<file path="src/rtl/mc_sequencer_if.sv">
// Control/handshake bundle between the multi-cycle sequencer and the MIPS datapath.
// master = sequencer side, slave = datapath/memory/mul-div side.
interface mc_sequencer_if;
    logic [2:0] op_class;
    logic       is_muldiv;
    logic       branch_taken;
    logic       mem_ready;
    logic       muldiv_done;

    logic [2:0] state;
    logic       mem_req;
    logic       mem_we;
    logic       addr_sel;
    logic       ir_we;
    logic       pc_we;
    logic       reg_we;
    logic [1:0] pc_sel;
    logic [1:0] alu_a_sel;
    logic [1:0] alu_b_sel;
    logic [1:0] alu_op_sel;
    logic [1:0] wb_sel;
    logic [1:0] rd_sel;
    logic       muldiv_start;
    logic       instr_done;

    modport master (
        input  op_class, is_muldiv, branch_taken, mem_ready, muldiv_done,
        output state, mem_req, mem_we, addr_sel, ir_we, pc_we, reg_we,
               pc_sel, alu_a_sel, alu_b_sel, alu_op_sel, wb_sel, rd_sel,
               muldiv_start, instr_done
    );

    modport slave (
        output op_class, is_muldiv, branch_taken, mem_ready, muldiv_done,
        input  state, mem_req, mem_we, addr_sel, ir_we, pc_we, reg_we,
               pc_sel, alu_a_sel, alu_b_sel, alu_op_sel, wb_sel, rd_sel,
               muldiv_start, instr_done
    );
endinterface

</file>
<file path="src/rtl/mc_sequencer.sv">
// Multi-cycle IF/ID/EX/MEM/WB control sequencer with memory and mul/div handshakes.
// Outputs are combinational from state, latched instruction class and live handshakes.
module mc_sequencer (
    input  logic           clk,
    input  logic           rst,
    mc_sequencer_if.master bus
);
    localparam logic [2:0] S_IF  = 3'd0;
    localparam logic [2:0] S_ID  = 3'd1;
    localparam logic [2:0] S_EX  = 3'd2;
    localparam logic [2:0] S_MEM = 3'd3;
    localparam logic [2:0] S_WB  = 3'd4;
    localparam logic [2:0] S_MD  = 3'd5;

    localparam logic [2:0] C_ALU_R  = 3'd0;
    localparam logic [2:0] C_ALU_I  = 3'd1;
    localparam logic [2:0] C_LOAD   = 3'd2;
    localparam logic [2:0] C_STORE  = 3'd3;
    localparam logic [2:0] C_BRANCH = 3'd4;
    localparam logic [2:0] C_J      = 3'd5;
    localparam logic [2:0] C_JAL    = 3'd6;
    localparam logic [2:0] C_JR     = 3'd7;

    logic [2:0] state_q, state_d;
    logic [2:0] cls_q, cls_d;
    logic       md_q, md_d;

    always_ff @(posedge clk) begin
        if (rst) begin
            state_q <= S_IF;
            cls_q   <= C_ALU_R;
            md_q    <= 1'b0;
        end else begin
            state_q <= state_d;
            cls_q   <= cls_d;
            md_q    <= md_d;
        end
    end

    assign bus.state = rst ? S_IF : state_q;

    always_comb begin
        state_d          = state_q;
        cls_d            = cls_q;
        md_d             = md_q;
        bus.mem_req      = 1'b0;
        bus.mem_we       = 1'b0;
        bus.addr_sel     = 1'b0;
        bus.ir_we        = 1'b0;
        bus.pc_we        = 1'b0;
        bus.reg_we       = 1'b0;
        bus.pc_sel       = 2'b00;
        bus.alu_a_sel    = 2'b00;
        bus.alu_b_sel    = 2'b00;
        bus.alu_op_sel   = 2'b00;
        bus.wb_sel       = 2'b00;
        bus.rd_sel       = 2'b00;
        bus.muldiv_start = 1'b0;
        bus.instr_done   = 1'b0;

        case (state_q)
            S_IF: begin
                bus.mem_req   = 1'b1;
                bus.alu_b_sel = 2'b01;
                if (bus.mem_ready) begin
                    bus.ir_we = 1'b1;
                    bus.pc_we = 1'b1;
                    state_d   = S_ID;
                end
            end
            S_ID: begin
                bus.alu_b_sel = 2'b11;
                cls_d         = bus.op_class;
                md_d          = bus.is_muldiv;
                state_d       = S_EX;
            end
            S_EX: begin
                case (cls_q)
                    C_ALU_R: begin
                        bus.alu_a_sel    = 2'b01;
                        bus.alu_op_sel   = 2'b10;
                        bus.muldiv_start = md_q;
                        state_d          = md_q ? S_MD : S_WB;
                    end
                    C_ALU_I: begin
                        bus.alu_a_sel  = 2'b01;
                        bus.alu_b_sel  = 2'b10;
                        bus.alu_op_sel = 2'b10;
                        state_d        = S_WB;
                    end
                    C_LOAD, C_STORE: begin
                        bus.alu_a_sel = 2'b01;
                        bus.alu_b_sel = 2'b10;
                        state_d       = S_MEM;
                    end
                    C_BRANCH: begin
                        bus.alu_a_sel  = 2'b01;
                        bus.alu_op_sel = 2'b01;
                        bus.pc_we      = bus.branch_taken;
                        bus.pc_sel     = 2'b01;
                        bus.instr_done = 1'b1;
                        state_d        = S_IF;
                    end
                    C_J: begin
                        bus.pc_we      = 1'b1;
                        bus.pc_sel     = 2'b10;
                        bus.instr_done = 1'b1;
                        state_d        = S_IF;
                    end
                    C_JAL: begin
                        bus.pc_we  = 1'b1;
                        bus.pc_sel = 2'b10;
                        state_d    = S_WB;
                    end
                    default: begin
                        bus.pc_we      = 1'b1;
                        bus.pc_sel     = 2'b11;
                        bus.instr_done = 1'b1;
                        state_d        = S_IF;
                    end
                endcase
            end
            S_MEM: begin
                bus.mem_req  = 1'b1;
                bus.addr_sel = 1'b1;
                bus.mem_we   = (cls_q == C_STORE);
                if (bus.mem_ready) begin
                    bus.instr_done = (cls_q == C_STORE);
                    state_d        = (cls_q == C_STORE) ? S_IF : S_WB;
                end
            end
            S_WB: begin
                bus.reg_we     = 1'b1;
                bus.instr_done = 1'b1;
                state_d        = S_IF;
                case (cls_q)
                    C_ALU_R: bus.rd_sel = 2'b01;
                    C_LOAD:  bus.wb_sel = 2'b01;
                    C_JAL: begin
                        bus.wb_sel = 2'b10;
                        bus.rd_sel = 2'b10;
                    end
                    default: ;
                endcase
            end
            S_MD: begin
                if (bus.muldiv_done) begin
                    bus.instr_done = 1'b1;
                    state_d        = S_IF;
                end
            end
            default: state_d = S_IF;
        endcase

        // Reset abandons the instruction: selects may still follow state, but nothing is written.
        if (rst) begin
            state_d          = S_IF;
            bus.mem_req      = 1'b0;
            bus.mem_we       = 1'b0;
            bus.ir_we        = 1'b0;
            bus.pc_we        = 1'b0;
            bus.reg_we       = 1'b0;
            bus.muldiv_start = 1'b0;
            bus.instr_done   = 1'b0;
        end
    end
endmodule
</file>
<file path="src/flat_wrapper.sv">
// flat-port wrapper written by rule: the top's interface ports become plain ports
module mc_sequencer_flat 
  (clk, rst, bus_op_class, bus_is_muldiv, bus_branch_taken, bus_mem_ready, bus_muldiv_done, bus_state, bus_mem_req, bus_mem_we, bus_addr_sel, bus_ir_we, bus_pc_we, bus_reg_we, bus_pc_sel, bus_alu_a_sel, bus_alu_b_sel, bus_alu_op_sel, bus_wb_sel, bus_rd_sel, bus_muldiv_start, bus_instr_done);
  mc_sequencer_if bus_i ();
  input  logic clk;
  input  logic rst;
  input wire logic [$bits(bus_i.op_class)-1:0] bus_op_class;
  input wire logic [$bits(bus_i.is_muldiv)-1:0] bus_is_muldiv;
  input wire logic [$bits(bus_i.branch_taken)-1:0] bus_branch_taken;
  input wire logic [$bits(bus_i.mem_ready)-1:0] bus_mem_ready;
  input wire logic [$bits(bus_i.muldiv_done)-1:0] bus_muldiv_done;
  output wire logic [$bits(bus_i.state)-1:0] bus_state;
  output wire logic [$bits(bus_i.mem_req)-1:0] bus_mem_req;
  output wire logic [$bits(bus_i.mem_we)-1:0] bus_mem_we;
  output wire logic [$bits(bus_i.addr_sel)-1:0] bus_addr_sel;
  output wire logic [$bits(bus_i.ir_we)-1:0] bus_ir_we;
  output wire logic [$bits(bus_i.pc_we)-1:0] bus_pc_we;
  output wire logic [$bits(bus_i.reg_we)-1:0] bus_reg_we;
  output wire logic [$bits(bus_i.pc_sel)-1:0] bus_pc_sel;
  output wire logic [$bits(bus_i.alu_a_sel)-1:0] bus_alu_a_sel;
  output wire logic [$bits(bus_i.alu_b_sel)-1:0] bus_alu_b_sel;
  output wire logic [$bits(bus_i.alu_op_sel)-1:0] bus_alu_op_sel;
  output wire logic [$bits(bus_i.wb_sel)-1:0] bus_wb_sel;
  output wire logic [$bits(bus_i.rd_sel)-1:0] bus_rd_sel;
  output wire logic [$bits(bus_i.muldiv_start)-1:0] bus_muldiv_start;
  output wire logic [$bits(bus_i.instr_done)-1:0] bus_instr_done;
  assign bus_i.op_class = bus_op_class;
  assign bus_i.is_muldiv = bus_is_muldiv;
  assign bus_i.branch_taken = bus_branch_taken;
  assign bus_i.mem_ready = bus_mem_ready;
  assign bus_i.muldiv_done = bus_muldiv_done;
  assign bus_state = bus_i.state;
  assign bus_mem_req = bus_i.mem_req;
  assign bus_mem_we = bus_i.mem_we;
  assign bus_addr_sel = bus_i.addr_sel;
  assign bus_ir_we = bus_i.ir_we;
  assign bus_pc_we = bus_i.pc_we;
  assign bus_reg_we = bus_i.reg_we;
  assign bus_pc_sel = bus_i.pc_sel;
  assign bus_alu_a_sel = bus_i.alu_a_sel;
  assign bus_alu_b_sel = bus_i.alu_b_sel;
  assign bus_alu_op_sel = bus_i.alu_op_sel;
  assign bus_wb_sel = bus_i.wb_sel;
  assign bus_rd_sel = bus_i.rd_sel;
  assign bus_muldiv_start = bus_i.muldiv_start;
  assign bus_instr_done = bus_i.instr_done;
  mc_sequencer u_core (.clk(clk), .rst(rst), .bus(bus_i));
endmodule
</file>
<file path="config.mk">
export PLATFORM = sky130hd
export DESIGN_NAME = mc_sequencer_flat
export DESIGN_NICKNAME = d
export VERILOG_FILES = /design/src/rtl/mc_sequencer_if.sv /design/src/rtl/mc_sequencer.sv /design/src/flat_wrapper.sv
export SDC_FILE = /design/constraint.sdc
export NUM_CORES = 1
export LEC_CHECK = 0
export ABC_AREA = 1
export BUFFER_PORTS_ARGS = -buffer_cell sky130_fd_sc_hd__buf_2
export CORE_AREA = 5 5 43 45
export CTS_CLUSTER_SIZE = 12
export DETAILED_ROUTE_END_ITERATION = 12
export DIE_AREA = 0 0 48 50
export GPL_ROUTABILITY_DRIVEN = 0
export GPL_TIMING_DRIVEN = 0
export MAX_ROUTING_LAYER = met4
export PLACE_DENSITY = 0.79
export SLEW_MARGIN = 5
export SYNTH_ARGS = -nofsm -noshare
export SYNTH_HDL_FRONTEND = slang
export SYNTH_SLANG_ARGS = --single-unit
</file>
<file path="constraint.sdc">
create_clock -name clk -period 3.4 [get_ports clk]
set_input_delay 0.51 -clock clk [delete_from_list [all_inputs] [get_ports clk]]
set_output_delay 0.51 -clock clk [all_outputs]
set_load 0.01 [all_outputs]
</file>
==> results of run 1 <==
==> cells in the mapped netlist, drive strengths merged <==
| cell type | n |
|---|---|
| ha | 2 |
| or2 | 1 |
| o211ai | 1 |
| nand2 | 23 |
| nor3 | 5 |
| o31ai | 1 |
| buf | 5 |
| conb | 1 |
| inv | 15 |
| nand3 | 11 |
| o21ai | 7 |
| nor4 | 1 |
| nand4 | 1 |
| nor2 | 14 |
| a21oi | 8 |
| dfxtp | 7 |
==> sequential cells by signal, summed over array words and instances (netlist names) <==
name and flops:
u_core.md_q 1, u_core.cls_q 3, u_core.state_q 3
==> final cells by class <==
| type | count | area share, % |
|---|---|---|
| clock buffer | 4 | 3.19 |
| multi-input combinational | 76 | 47.5 |
| buffer | 5 | 5.46 |
| tap | 16 | 2.43 |
| sequential | 7 | 17.0 |
| inverter | 15 | 6.83 |
| timing repair buffer | 29 | 17.6 |
==> metal layers <==
metal / vias up / part of all wire, %
li1: 400 / -
met4: 0 / 2.9
met1: 320 / 46
met5: - / 0
met3: 5 / 7.3
met2: 29 / 44
==> power by group <==
group / internal [µW] / switching, µW / total [µW]
logic: 120 / 220 / 340
clock network: 44.9 / 32.1 / 76.9
registers: 111 / 21.9 / 133
total: 275 / 274 / 549
==> metrics by stage <==
stage                     hold slack [ns]  worst slack, ns
after floorplan                     0.423             1.71
after global placement              0.438             1.69
after detailed placement            0.450             1.66
after CTS                           0.458             1.37
after global routing                0.477             1.23
final                               0.462             1.39
==> critical path, stage by stage (launching register included) <==
cell and delay (ns):
dfxtp_1 0.42, inv_2 0.12, nor2_4 0.12, nand2_4 0.08
nor2_4 0.11, nand2_2 0.07, nand3_1 0.06, nand3_1 0.07
inv_1 0.06, buf_2 0.12
==> cells in the final DEF (no fill, tap or decap), drive strengths merged <==
cell | netlist | routed
o211ai | 1 | 1
nor3 | 5 | 5
clkbuf | 0 | 4
nand2 | 23 | 23
o31ai | 1 | 1
a21oi | 8 | 8
buf | 5 | 34
nor4 | 1 | 1
ha | 2 | 2
nand4 | 1 | 1
o21ai | 7 | 7
dfxtp | 7 | 7
or2 | 1 | 1
conb | 1 | 1
inv | 15 | 15
nor2 | 14 | 14
nand3 | 11 | 11
==> final timing paths <==
path,from,to,depth (start not counted)
setup / recovery,u_core.state_q[1],bus_instr_done,9
hold / removal,u_core.md_q,u_core.md_q,2
setup reg to reg,u_core.state_q[2],u_core.state_q[2],5
hold reg to reg,u_core.md_q,u_core.md_q,2
==> cell families after synthesis <==
family                     Yosys count  synth area share [%]
and+or+nand+nor                     56                  43.1
adders and majority gates            2                  3.95
other                                1                 0.592
buffers and inverters               20                  16.0
DFF                                  7                  22.1
AOI/OAI and AO/OA                   17                  14.2
==> flow_summary.json, run 1 <==
{
  "p_leak_uw": 0.000454,
  "post_cts_resize_count": 0,
  "min_path_type": "reg -> reg",
  "nets": 148,
  "avgViaCountPerCell": 4.96,
  "synth_largest_area_cell": "dfxtp_1",
  "final_area_um2": 825,
  "ys_warn_count": 0,
  "finalSetupViolCount": 0,
  "drc": 0,
  "ys_seq_area_share_pct": 22.1,
  "finalClockSkew_ns": 0.00266,
  "io_pins": 32,
  "wl_per_cell_um": 10.8,
  "cp.arrival_ns": 1.50,
  "grt_use_met3_pct": 1.09,
  "syn_to_final_growth_pct": 30.2,
  "finalHoldViolCount": 0,
  "cap_violations": 0,
  "dr.first_iter.drc_count": 21,
  "start_util_pct": 44.1,
  "htree_levels": 1,
  "postLayoutCoreUtil_pct": 57.4,
  "syn_inst": 103,
  "wl_mm": 1.65,
  "fin_total_pwr_uw": 549,
  "grt_pass1_wl_mm": 2.70,
  "setup.worst_path.start_class": "flip-flop",
  "first_pass_iters": 4,
  "regArea_um2": 140,
  "vias": 754,
  "die_area_mm2": 0.00240,
  "die-height_um": 50,
  "avgSynthCellArea_um2": 6.15,
  "first_global_vias": 651,
  "maxSlewViolCount": 0,
  "critPathMaxFanout": 6,
  "grt_start_max_net_pins": 11,
  "outcome": "complete, no violations",
  "antenna_left": 0,
  "peakVddDrop_uv": 275,
  "critPathRequiredTime_ns": 2.89,
  "cts.clk_slew.worst_paths_ns": 0.05,
  "cts_max_path_buffers": 2,
  "globalRouteMet1Util_pct": 20.3,
  "worstSkewPairLatency_ns": 0.25,
  "yosysTopAreaCellShare_pct": 22.1,
  "globalRouteTotalUtil_pct": 15.5,
  "antenna_cells": 0,
  "crit_type": "reg -> out",
  "top_usage_layer": "met2",
  "final_cells": 152,
  "drive_gt1_share_pct": 34.6,
  "num_rows": 14,
  "powerDensity_mw_per_mm2": 666,
  "cts_tree": "built",
  "ctsHoldBuffers": 0,
  "placedCellCount": 148,
  "synth_cell_types": 23,
  "clock-sinks": 7,
  "end_kind": "primary output",
  "dp_hpwl_mm": 1.33,
  "root_buffer": "clkbuf_4",
  "portBuffers": 29,
  "tns_ns": 0,
  "die_x_um": 48,
  "overflow": 0,
  "fillers": 152,
  "synth_area_leaders": "dfxtp_1 22%, nand2_1 12%, nand3_1 7.1%",
  "rsz0062_at_grt": "no",
  "post-route-period-util_pct": 59.1,
  "reg2reg_slack_ns": 2.05,
  "multi_input_area_um2": 392,
  "fmax_mhz": 498,
  "synth.cell_area_um2": 633,
  "use_met2_pct": 22.0,
  "place_area_um2": 798,
  "cts_buffers": 3,
  "post-route-min-period_ns": 2.01,
  "post-cts-setup-buffer-count": 0,
  "synth.ff_latch_count": 7,
  "core_area_mm2": 0.00144,
  "grt_antenna_before_repair": 0,
  "synth.net_count": 114
}
Note: power is estimated with default switching activity, not from simulation.
==> run 2: changes to the inputs <==
--- a/config.mk
+++ b/config.mk
@@ -7,14 +7,14 @@
 export LEC_CHECK = 0
 export ABC_AREA = 1
 export BUFFER_PORTS_ARGS = -buffer_cell sky130_fd_sc_hd__buf_2
-export CORE_AREA = 5 5 43 45
+export CORE_AREA = 5 5 44 46
 export CTS_CLUSTER_SIZE = 12
 export DETAILED_ROUTE_END_ITERATION = 12
-export DIE_AREA = 0 0 48 50
+export DIE_AREA = 0 0 49 51
 export GPL_ROUTABILITY_DRIVEN = 0
 export GPL_TIMING_DRIVEN = 0
 export MAX_ROUTING_LAYER = met4
-export PLACE_DENSITY = 0.79
+export PLACE_DENSITY = 0.76
 export SLEW_MARGIN = 5
 export SYNTH_ARGS = -nofsm -noshare
 export SYNTH_HDL_FRONTEND = slang
==> constraint.sdc (replaced) <==
create_clock -name clk -period 2.1 [get_ports clk]
set_input_delay 0.315 -clock clk [delete_from_list [all_inputs] [get_ports clk]]
set_output_delay 0.315 -clock clk [all_outputs]
set_load 0.01 [all_outputs]
==> flow_summary.json, run 2 (same netlist as run 1, synthesis figures left out) <==
{
  "wl_per_cell_um": 10.6,
  "die_area_mm2": 0.00250,
  "cap_violations": 0,
  "antenna_left": 0,
  "vias": 750,
  "cts.clk_slew.worst_paths_ns": 0.05,
  "worstSkewPairLatency_ns": 0.25,
  "die-height_um": 51,
  "num_rows": 14,
  "post-route-period-util_pct": 86.5,
  "drc": 0,
  "setup.worst_path.start_class": "flip-flop",
  "avgViaCountPerCell": 4.93,
  "crit_type": "reg -> out",
  "root_buffer": "clkbuf_4",
  "hold_end": "u_core.cls_q[2]",
  "grt_pass1_wl_mm": 2.63,
  "overflow": 0,
  "finalClockSkew_ns": 0.00328,
  "grt_antenna_before_repair": 0,
  "dp_hpwl_mm": 1.32,
  "cts_max_path_buffers": 2,
  "first_pass_iters": 4,
  "reg2reg_from": "u_core.state_q[1]",
  "dr.first_iter.drc_count": 35,
  "final_area_um2": 825,
  "io_pins": 32,
  "core_area_mm2": 0.00147,
  "htree_levels": 1,
  "final_cell_mix": "29 x buf_2, 21 x nand2_1, 12 x inv_1, 12 x nor2_1, 9 x nand3_1",
  "maxSlewViolCount": 0,
  "first_global_vias": 609,
  "p_leak_uw": 0.000454,
  "post-route-min-period_ns": 1.82,
  "reg2reg_slack_ns": 0.72,
  "crit_start": "u_core.state_q[1]",
  "cts_buffers": 3,
  "hold_start": "bus_op_class[2]",
  "syn_to_final_growth_pct": 30.2,
  "rsz0062_at_grt": "no",
  "grt_start_max_net_pins": 11,
  "reg.largest.list": "u_core.cls_q (3), u_core.state_q (3), u_core.md_q (1)",
  "layout_commonest_cell": "buf_2",
  "portBuffers": 29,
  "antenna_cells": 0,
  "end_kind": "primary output",
  "critPathRequiredTime_ns": 1.78,
  "placedCellCount": 148,
  "finalSetupViolCount": 0,
  "rr_worst_depth": 5,
  "min_path_type": "in -> reg",
  "outcome": "complete, no violations",
  "finalHoldViolCount": 0,
  "nets": 148,
  "peakVddDrop_uv": 630,
  "critPathMaxFanout": 6,
  "drive_gt1_share_pct": 34.6,
  "place_area_um2": 798,
  "tns_ns": 0,
  "cts_tree": "built",
  "powerDensity_mw_per_mm2": 1070,
  "wl_mm": 1.61,
  "reg2reg_to": "u_core.state_q[0]",
  "globalRouteTotalUtil_pct": 13.3,
  "clock-sinks": 7,
  "post_cts_resize_count": 0,
  "fmax_mhz": 551,
  "final_cells": 152,
  "whs_path_depth": 3,
  "ctsHoldBuffers": 0,
  "cp.arrival_ns": 1.50,
  "start_util_pct": 43.0,
  "post-cts-setup-buffer-count": 0,
  "die_x_um": 49
}
[run 2: worst max-delay path by stage]
| stage | endpoint | slack [ns] | cells past startpoint |
|---|---|---|---|
| global route | bus_instr_done | 0.15 | 9 |
| floorplan | bus_wb_sel[1] | 0.61 | 5 |
| CTS | bus_pc_we | 0.27 | 7 |
| global placement | bus_instr_done | 0.56 | 9 |
| detailed placement | bus_pc_we | 0.55 | 7 |
| finish | bus_pc_we | 0.28 | 7 |
[run 2: metal layers]
| metal | global-route usage, % | vias up | part of all wire [%] | routed length (µm) |
|---|---|---|---|---|
| li1 | - | 401 | - | - |
| met1 | 16.3 | 316 | 44 | 705 |
| met2 | 19.8 | 29 | 46 | 737 |
| met3 | 5.52 | 4 | 9.3 | 150 |
| met4 | 4.04 | 0 | 1.1 | 18 |
| met5 | - | - | 0 | 0 |
[run 2: final cells by class]
class                   instances  area [µm²]
repair buffers                 29         145
plain buffers                   5        45.0
clock buffers                   4        26.3
multi-input cells              76         392
flip-flops and latches          7         140
fillers                       151         647
inverters                      15        56.3
well taps                      16        20.0
[run 2: stage by stage]
step | hold WS [ns] | setup slack, ns | util [%] | total power (µW)
finish | 0.344 | 0.284 | 56.0 | 885
floorplan | 0.423 | 0.606 | - | 622
global route | 0.368 | 0.149 | 56.0 | 973
global placement | 0.439 | 0.565 | 54.3 | 756
CTS | 0.343 | 0.274 | 56.0 | 890
detailed placement | 0.449 | 0.554 | 54.3 | 763
[run 2: critical path, cell delays in order, from the launching register on]
cell and delay (ns):
dfxtp_1 0.44, inv_2 0.13, nor2_4 0.13, nand2_4 0.08
nor2_4 0.11, o21ai_0 0.10, a21oi_1 0.13, buf_2 0.15
[run 2: power breakdown]
| part | switching [µW] | internal [µW] |
|---|---|---|
| Clock | 47.5 | 72.4 |
| Sequential | 37.0 | 179 |
| Combinational | 353 | 196 |
==> run 3: changes to the inputs <==
--- a/config.mk
+++ b/config.mk
@@ -7,14 +7,13 @@
 export LEC_CHECK = 0
 export ABC_AREA = 1
 export BUFFER_PORTS_ARGS = -buffer_cell sky130_fd_sc_hd__buf_2
-export CORE_AREA = 5 5 44 46
+export CORE_AREA = 5 5 52 54
 export CTS_CLUSTER_SIZE = 12
 export DETAILED_ROUTE_END_ITERATION = 12
-export DIE_AREA = 0 0 49 51
+export DIE_AREA = 0 0 57 59
 export GPL_ROUTABILITY_DRIVEN = 0
 export GPL_TIMING_DRIVEN = 0
 export MAX_ROUTING_LAYER = met4
-export PLACE_DENSITY = 0.76
 export SLEW_MARGIN = 5
 export SYNTH_ARGS = -nofsm -noshare
 export SYNTH_HDL_FRONTEND = slang
==> flow_summary.json, run 3 (same netlist as run 1, synthesis figures left out) <==
{
  "layout_commonest_cell": "buf_2",
  "drive_gt1_share_pct": 34.6,
  "finalClockSkew_ns": 0.00160,
  "post-route-period-util_pct": 86.0,
  "fillers": 251,
  "cap_violations": 0,
  "core_area_mm2": 0.00217,
  "cp.arrival_ns": 1.49,
  "antenna_cells": 0,
  "wl_per_cell_um": 10.4,
  "min_path_type": "in -> reg",
  "globalRouteTotalUtil_pct": 10.6,
  "clock-sinks": 7,
  "critPathRequiredTime_ns": 1.78,
  "cts_buffers": 3,
  "syn_to_final_growth_pct": 32.6,
  "p_sw_uw": 437,
  "post-cts-setup-buffer-count": 0,
  "post_cts_resize_count": 0,
  "num_rows": 17,
  "fmax_mhz": 554,
  "cts.clk_slew.worst_paths_ns": 0.05,
  "rr_worst_depth": 5,
  "grt_pass1_wl_mm": 2.84,
  "overflow": 0,
  "vias": 744,
  "grt_antenna_before_repair": 0,
  "finalHoldViolCount": 0,
  "portBuffers": 29,
  "die-height_um": 59,
  "start_util_pct": 29.2,
  "final_cell_mix": "29 x buf_2, 21 x nand2_1, 12 x inv_1, 12 x nor2_1, 9 x nand3_1",
  "regArea_um2": 140,
  "post-route-min-period_ns": 1.81,
  "wl_mm": 1.71,
  "crit_type": "reg -> out",
  "internal_power_uw": 446,
  "outcome": "complete, no violations",
  "htree_levels": 1,
  "reg.largest.list": "u_core.cls_q (3), u_core.state_q (3), u_core.md_q (1)",
  "p_leak_uw": 0.000454,
  "end_kind": "primary output",
  "finalSetupViolCount": 0,
  "ctsHoldBuffers": 0,
  "slowest_stage": "dfxtp_1",
  "maxSlewViolCount": 0,
  "drc": 0,
  "pwr-share-clk_pct": 13.3,
  "swShare_pct": 49.5,
  "root_buffer": "clkbuf_4",
  "nets": 148,
  "worstSkewPairLatency_ns": 0.24,
  "setup.worst_path.start_class": "flip-flop",
  "cpPeakStageDelay_ns": 0.43,
  "first_pass_iters": 4,
  "first_global_vias": 684,
  "critPathMaxFanout": 6,
  "cts_max_path_buffers": 2,
  "power_frac_comb_pct": 62.4,
  "pwr-share-seq_pct": 24.3,
  "dr.first_iter.drc_count": 18,
  "crit_chain": "inv_2 -> nor2_4 -> nand2_4 -> nor2_4 -> nand2_2 -> nand3_1 -> nand3_1 -> inv_1 -> buf_2",
  "die_x_um": 57,
  "avgViaCountPerCell": 4.54,
  "dp_hpwl_mm": 1.45,
  "whs_path_depth": 3,
  "io_pins": 32,
  "antenna_left": 0,
  "die_area_mm2": 0.00336,
  "grt_start_max_net_pins": 11,
  "fin_total_pwr_uw": 883,
  "powerDensity_mw_per_mm2": 1050,
  "cts_tree": "built",
  "rsz0062_at_grt": "no",
  "peakVddDrop_uv": 539,
  "tns_ns": 0,
  "multi_input_area_um2": 392
}
[run 3: cell counts in the layout (fill, tap and decap cells not counted)]
No cell type changed its count.
[run 3: worst max-delay path, delay by kind of cell, from the launching register on]
kind	cells	cell delay, ns
DFF	1	0.43
buffers and inverters	3	0.29
and+or+nand+nor	6	0.52
[run 3: stage by stage]
step	instance area, µm²	utilization [%]	hold slack, ns	cells	setup slack (ns)
detailed placement	813	37.5	0.446	160	0.563
global route	840	38.7	0.356	164	0.156
finish	840	38.7	0.352	164	0.294
CTS	840	38.7	0.346	164	0.297
floorplan	633	-	0.423	103	0.606
global placement	813	37.5	0.441	160	0.569
[run 3: final cells by class]
cell class              count  share of cell area (%)
inverters                  15                    6.71
plain buffers               5                    5.37
repair buffers             29                    17.3
flip-flops and latches      7                    16.7
well taps                  28                    4.17
clock buffers               4                    3.13
multi-input cells          76                    46.6
[run 3: worst paths after layout]
| kind | from | end | slack (ns) |
|---|---|---|---|
| max | u_core.state_q[1] | bus_instr_done | 0.29 |
| min | bus_op_class[2] | u_core.cls_q[2] | 0.35 |
| max reg2reg | u_core.state_q[1] | u_core.state_q[0] | 0.74 |
| min reg2reg | u_core.md_q | u_core.md_q | 0.45 |
[run 3: power groups by stage]
stage | clock network (µW) | logic (µW) | registers [µW]
2_1_floorplan | 0 | 413 | 209
6_report | 118 | 551 | 214
3_5_place_dp | 0 | 552 | 217
3_3_place_gp | 0 | 548 | 216
5_1_grt | 132 | 624 | 219
4_1_cts | 121 | 555 | 214
[run 3: routing by layer]
layer	track usage, %	vias up	wire length [µm]
met3	1.96	2	91
met2	18.9	14	851
li1	-	397	-
met4	3.97	0	12
met5	-	-	0
met1	11.8	331	757
